## config.mk

```make
export PLATFORM = sky130hd
export DESIGN_NAME = gate_unit_pipe
export DESIGN_NICKNAME = d
export VERILOG_FILES = /design/src/rtl/gate_unit_pipe.sv
export SDC_FILE = /design/constraint.sdc
export NUM_CORES = 1
export LEC_CHECK = 0
export BUFFER_PORTS_ARGS = -buffer_cell sky130_fd_sc_hd__buf_2
export CORE_ASPECT_RATIO = 2
export CORE_UTILIZATION = 50
export CTS_BUF_LIST = sky130_fd_sc_hd__clkbuf_16
export DETAILED_ROUTE_END_ITERATION = 8
export GPL_TIMING_DRIVEN = 0
export PLACE_DENSITY = 0.77
export SLEW_MARGIN = 20
export SYNTH_ARGS = -nofsm -noshare
export SYNTH_HDL_FRONTEND = slang
export SYNTH_SLANG_ARGS = --single-unit
```

## constraint.sdc

```tcl
create_clock -name clk -period 1.4 [get_ports clk]
set_input_delay 0 -clock clk [delete_from_list [all_inputs] [get_ports clk]]
set_output_delay 0 -clock clk [all_outputs]
set_load 0.01 [all_outputs]
```

## src/rtl/gate_unit_pipe.sv

```systemverilog
// Registered WIDTH-bit gate unit with valid/ready handshake and an
// optional OR-fold accumulate mode over ACC_LEN beats.
module gate_unit_pipe #(
  parameter int WIDTH   = 8,
  parameter int ACC_LEN = 4
) (
  input  logic                         clk,
  input  logic                         rst_n,
  input  logic                         in_valid,
  output logic                         in_ready,
  input  logic [WIDTH-1:0]             a,
  input  logic [WIDTH-1:0]             b,
  input  logic [2:0]                   op,
  input  logic                         acc_en,
  output logic                         out_valid,
  input  logic                         out_ready,
  output logic [WIDTH-1:0]             y,
  output logic                         y_red,
  output logic                         y_and,
  output logic [$clog2(ACC_LEN+1)-1:0] beat_cnt
);

  localparam int CW = $clog2(ACC_LEN+1);
  localparam logic [CW-1:0] LAST = CW'(ACC_LEN-1);
  localparam logic ACC_MULTI = (ACC_LEN > 1);

  typedef enum logic [1:0] {IDLE, ACC, OUT} state_t;

  state_t           state, state_nx;
  logic [WIDTH-1:0] res, acc, acc_nx, y_nx;
  logic [CW-1:0]    cnt_nx;
  logic             accept, take, last, start, y_ld;

  always_comb begin
    res = '0;
    unique case (op)
      3'd0: res = a & b;
      3'd1: res = a | b;
      3'd2: res = a ^ b;
      3'd3: res = ~(a & b);
      3'd4: res = ~(a | b);
      3'd5: res = ~(a ^ b);
      3'd6: res = ~a;
      3'd7: res = a;
      default: res = '0;
    endcase
  end

  assign accept = in_valid && in_ready;
  assign take   = out_valid && out_ready;
  assign last   = (beat_cnt == LAST);
  // IDLE and OUT both treat an accepted beat as the first of a result
  assign start  = accept && (state != ACC);

  always_ff @(posedge clk) begin
    if (!rst_n) state <= IDLE;
    else        state <= state_nx;
  end

  always_comb begin
    state_nx = state;
    unique case (state)
      IDLE: if (accept)
        state_nx = (acc_en && ACC_MULTI) ? ACC : OUT;
      ACC: if (accept && last)
        state_nx = OUT;
      OUT: if (take)
        state_nx = !accept ? IDLE :
                   (acc_en && ACC_MULTI) ? ACC : OUT;
      default: state_nx = IDLE;
    endcase
  end

  always_comb begin
    in_ready  = 1'b0;
    out_valid = 1'b0;
    unique case (state)
      IDLE, ACC: in_ready = rst_n;
      OUT: begin
        in_ready  = rst_n && out_ready;
        out_valid = 1'b1;
      end
      default: ;
    endcase
  end

  always_comb begin
    y_ld   = 1'b0;
    y_nx   = acc | res;
    acc_nx = acc;
    cnt_nx = beat_cnt;
    if (start) begin
      acc_nx = res;
      y_nx   = res;
      if (acc_en) begin
        cnt_nx = CW'(1);
        y_ld   = !ACC_MULTI;
      end else begin
        cnt_nx = '0;
        y_ld   = 1'b1;
      end
    end else if (accept) begin
      acc_nx = acc | res;
      cnt_nx = beat_cnt + CW'(1);
      y_ld   = last;
    end else if (take) begin
      cnt_nx = '0;
    end
  end

  always_ff @(posedge clk) begin
    if (!rst_n) begin
      acc      <= '0;
      beat_cnt <= '0;
      y        <= '0;
      y_red    <= 1'b0;
      y_and    <= 1'b0;
    end else begin
      acc      <= acc_nx;
      beat_cnt <= cnt_nx;
      if (y_ld) begin
        y     <= y_nx;
        y_red <= |y_nx;
        y_and <= &y_nx;
      end
    end
  end

endmodule

```

# Yosys cells after proc, flatten, opt, wreduce, memory -nomap -nowiden
# Cells that the tools add are included.
# totals
regBits,23
latchBits,0
ram_bits,0
mem_bits_ro,0
inputBits,24
output_inout_bits,15
word_cells,61
memories,0
# op_classes
add_sub_neg,1
n_mul,0
div,0
n_lt_le_gt_ge,0
n_eq_ne,14
shifts,0
mux,19
bitwise_logic,8
reduce_logical,13
# op_table
cell,n
$pmux 8 s8,1
$not 8->8,4
$mux 8,3
$or 8x8->8,2
$eq 3x3->1 const B,4
$mux 2,5
$eq 3x2->1 const B,3
$mux 3,3
$and 8x8->8,1
$reduce_and 8->1,1
$reduce_or 8->1,1
$xor 8x8->8,1
$ne 2x2->1 const B,3
$pmux 2 s3,1
$logic_and 1x1->1,5
$mux 1,5
$add 3x1->3 const B,1
$eq 3x1->1 const B,1
$logic_not 3->1,1
$reduce_and 3->1,1
$reduce_bool 3->1,1
$eq 2x1->1 const B,1
$eq 2x2->1 const B,1
$logic_not 2->1,1
other kinds (4),4

# Logic depth before layout (Yosys ltp)
# logic_depth
ltp_word,7
depth_mapped,8
ltp_nobuf,7

# Worst setup path after synthesis
# No wires, ideal clock.
# synth_path
path_kind,register -> register
from,reg beat_cnt[0]
to,reg y_red
setup_ps,129
arrival_time_ps,1464
t_required_ps,1271
path_slack_ps,-193
path_stages_with_launch,8
path_buffers,1
synth_period_minus_slack_ps,1593
path_cell_list,dfxtp_1 -> ha_1 -> ha_1 -> o22ai_1 -> nor2_2 -> buf_4 -> o21ai_0 -> a31oi_1
# synth_between
elab_chain_len,3
# synth_rtl
item,line_no,text
start: declaration,20,output logic [$clog2(ACC_LEN+1)-1:0] beat_cnt
start signal: assignment,120,beat_cnt <= cnt_nx;
$eq 3x2->1,51,assign last = (beat_cnt == LAST);
$mux 1,102,end else if (accept) begin
$mux 1,92,if (start) begin
end signal: assignment,123,y_red <= |y_nx;
end: declaration,18,"output logic y_red,"
# No other way between the ends.
# A chain may end at the register's enable or synchronous reset.

# Final worst setup path
# layout_path
from,reg state[0]
to,reg y_and
# layout_between
elab_chain_len,7
word_cells_on_any_way,12
cone_classes,eq/ne (3); mux (4); reduce/logical (5)
# layout_rtl
item,line_no,text
start: declaration,29,"state_t state, state_nx;"
start signal: assignment,57,else state <= state_nx;
$eq 2x1->1 / $logic_not 2->1 (equally long branches),77,unique case (state)
$reduce_or 2->1,77,
$pmux 1 s2,77,
$logic_and 1x1->1,49,assign accept = in_valid && in_ready;
$logic_and 1x1->1,53,assign start = accept && (state != ACC);
$mux 8,92,
$reduce_and 8->1,124,y_and <= &y_nx;
end signal: assignment,124,
end: declaration,19,"output logic y_and,"
# Several ways; a longest one is shown, not always the timed one.

==> results_dict.tcl <==
set metrics [dict create \
    status "complete, but fails checks" \
    violations "negative setup slack" \
    synth-edff-count 0 \
    wl_um 5320 \
    hold_viol 0 \
    cts.sinks 23 \
    fillers 314 \
    rr_endpoint "y_and" \
    antenna_found_initial 0 \
    place.gp.congestion 0.890 \
    path_delay_family "compound AO/OA/AOI/OAI gates" \
    mostFrequentLayoutCell "buf_2" \
    viasPerCell 5.76 \
    final_nets 333 \
    area_growth_pct 35.1 \
    die_h_um 89.4 \
    wl_per_cell_um 15.7 \
    dp_hpwl_um 3580 \
    worst-endpoint-arrival_ps 1860 \
    rrSetupSlack_ps -320 \
    path_max_fanout 6 \
    worstSetupStartpoint "state[0]" \
    drtAntennaViolNets 0 \
    grt_usage 0.275 \
    dpl_cell_area_sq_um 2190 \
    cp_cell_sequence "nand3b_1, or2_4, a32o_2, o211ai_1, o32ai_2" \
    maxSlewViolCount 0 \
    synth_fp_nets 276 \
    die_w_um 45.7 \
    grt_max_degree 14 \
    synth-seq-cells 23 \
    mostFrequentLayoutCells "38 x buf_2, 23 x inv_1, 22 x dfxtp_1, 17 x ha_1, 16 x nand2_1" \
    coreArea_sq_um 3650 \
    io_pins 39 \
    synth_cell_types 49 \
    worst_ep_required_time_ps 1540 \
    max_freq_mhz 583 \
    finClkSkew_ps 4.21 \
    postCtsHoldBufs 0 \
    stdcell_area_sq_um 2580 \
    async_reset_ff_frac 0 \
    critPathKind "reg -> reg" \
    synth_area_sq_um 1910 \
    r2r-start "state[0]" \
    maxCapViolCount 0 \
    worstMarginPinSlew_ps 550 \
    crit_end "y_and" \
    leakage_nw 1.18 \
    setup_slack_ps -316 \
    clk_path_buf_depth 2 \
    yosys_warnings 0 \
    clock_latency_ps 260 \
    seq_area_frac_synth 0.241 \
    finalSetupViolations 23 \
    cp-end-kind "register" \
    n_antenna_cell 0 \
    cts-buffers-inserted 3 \
    grt_pass1_wl_um 8360 \
    cts-htree-levels 1 \
    synthCells 234 \
    syn_area_per_cell_sq_um 8.15 \
    grt_overflow 0 \
    cts_tree "built" \
    num_rows 31 \
    critical_path_buf_inv_count 0 \
    num_vias 1951 \
    die_area_sq_um 4080 \
    period_share 1.23 \
    rsz0062_at_grt "yes" \
    p_per_area_nw_per_um2 783 \
    clockRootBuffer "clkbuf_16" \
    synth-main-ff-cell "dfxtp_1" \
    vdd_drop_max_uv 832 \
    portBuffers 35 \
    clk_pin_slew_worst_paths_ps 60 \
    finalCriticalPeriod_ps 1720 \
    path_depth 5 \
    startpoint_type "register" \
    grt_pass1_vias 1870 \
    drt_iter0_markers 58 \
    max-slew-margin-rel 0.634 \
    drt_pre_antenna_iters 4 \
    r2r_cells 5 \
    hp-class "in -> reg" \
    start_util 0.523 \
    critical_path.max_stage_delay_ps 340 \
    drive_gt1_frac 0.383 \
    power.total_mw 2.02 \
    crit_slowest_cell "dfxtp_4" \
    drc_errors 0 \
]
[power by group]
part | leakage (nW) | switching (mW) | internal [mW] | total (mW)
logic | 0.950 | 0.361 | 0.315 | 0.677
clock network | 0.0409 | 0.233 | 0.384 | 0.618
registers | 0.189 | 0.0261 | 0.697 | 0.723
[cell type report]
| class | instances | area (sq um) | share of cell area |
|---|---|---|---|
| clock buffer | 3 | 75.1 | 0.0291 |
| sequential | 23 | 464 | 0.180 |
| timing repair buffer | 53 | 337 | 0.131 |
| tap | 49 | 61.3 | 0.0238 |
| multi-input combinational | 175 | 1460 | 0.565 |
| clock inverter | 1 | 5.00 | 0.00194 |
| buffer | 12 | 93.8 | 0.0364 |
| inverter | 23 | 86.3 | 0.0335 |
[cells by family after synthesis]
family,share of synthesized area
simple gates,0.228
compound gates,0.222
buf+inv,0.0911
flops,0.241
fa+ha+maj,0.118
mux,0.0990
[worst register-to-register path, delay by kind of cell (launching register included)]
kind             cells  cell delay, ps
AO/OA/AOI/OAI        3             660
AND/OR/NAND/NOR      2             600
flip-flops           1             340
[repair_timing]
action | in CTS | in global routing
setup endpoints to repair | 19 | 23
setup buffers | 10 | 7
gates cloned | 2 | 0
pin swaps | 16 | 19
gates resized for setup | 32 | 25
[cells in the mapped netlist, types with 2 or more instances]
master	instances	share of area
buf_2	4	0.010
nor3_1	3	0.0079
ha_1	18	0.12
mux2i_1	8	0.042
a22oi_1	5	0.020
nor4bb_1	2	0.010
mux2_2	5	0.030
nand2_1	18	0.035
nand3b_1	2	0.0079
nand2b_1	13	0.043
a21oi_1	10	0.026
a21boi_0	7	0.028
a211oi_1	2	0.0079
buf_4	3	0.012
inv_1	23	0.045
a211o_1	2	0.0092
dfxtp_1	23	0.24
a31oi_1	3	0.0098
nor2b_1	7	0.023
nor2_1	15	0.030
mux2_4	2	0.016
clkbuf_1	3	0.0059
and2_1	3	0.0098
or2_2	2	0.0066
a32o_1	3	0.016
o21ai_0	15	0.039
nand3_1	2	0.0052
nand4_1	5	0.016
buf_6	3	0.018
o211ai_1	2	0.0079
a32oi_1	3	0.014
[worst min-delay path by stage]
stage | from | endpoint | cells after the start
floorplan | rst_n | acc[5] | 2
global placement | rst_n | acc[5] | 3
detailed placement | rst_n | acc[5] | 3
CTS | rst_n | acc[5] | 3
global route | rst_n | acc[5] | 3
finish | rst_n | acc[5] | 3
[per-stage QoR]
step | hold slack [ps] | setup WS [ps] | util | setup TNS (ps) | std cells
4_1_cts | 50.1 | -253 | 0.678 | -2430 | 334
3_3_place_gp | 299 | -424 | 0.601 | -2090 | 318
3_5_place_dp | 317 | -435 | 0.601 | -2350 | 318
2_1_floorplan | 154 | -89.4 | - | -130 | 234
5_1_grt | 43.8 | -353 | 0.707 | -4980 | 339
6_report | 25.3 | -316 | 0.707 | -3760 | 339
[registers in the layout, summed over array words and instances, names as in the netlist]
register	flops
acc	8
y	8
beat_cnt	3
state	2
y_and	1
y_red	1
[metal layers]
| layer | routed length (um) | GRT usage | vias up |
|---|---|---|---|
| met5 | 0 | 0 | - |
| met4 | 237 | 0.127 | 0 |
| met3 | 168 | 0.0222 | 23 |
| met2 | 2980 | 0.513 | 67 |
| met1 | 1930 | 0.293 | 919 |
| li1 | - | - | 942 |
(Power assumes the default switching activity.)
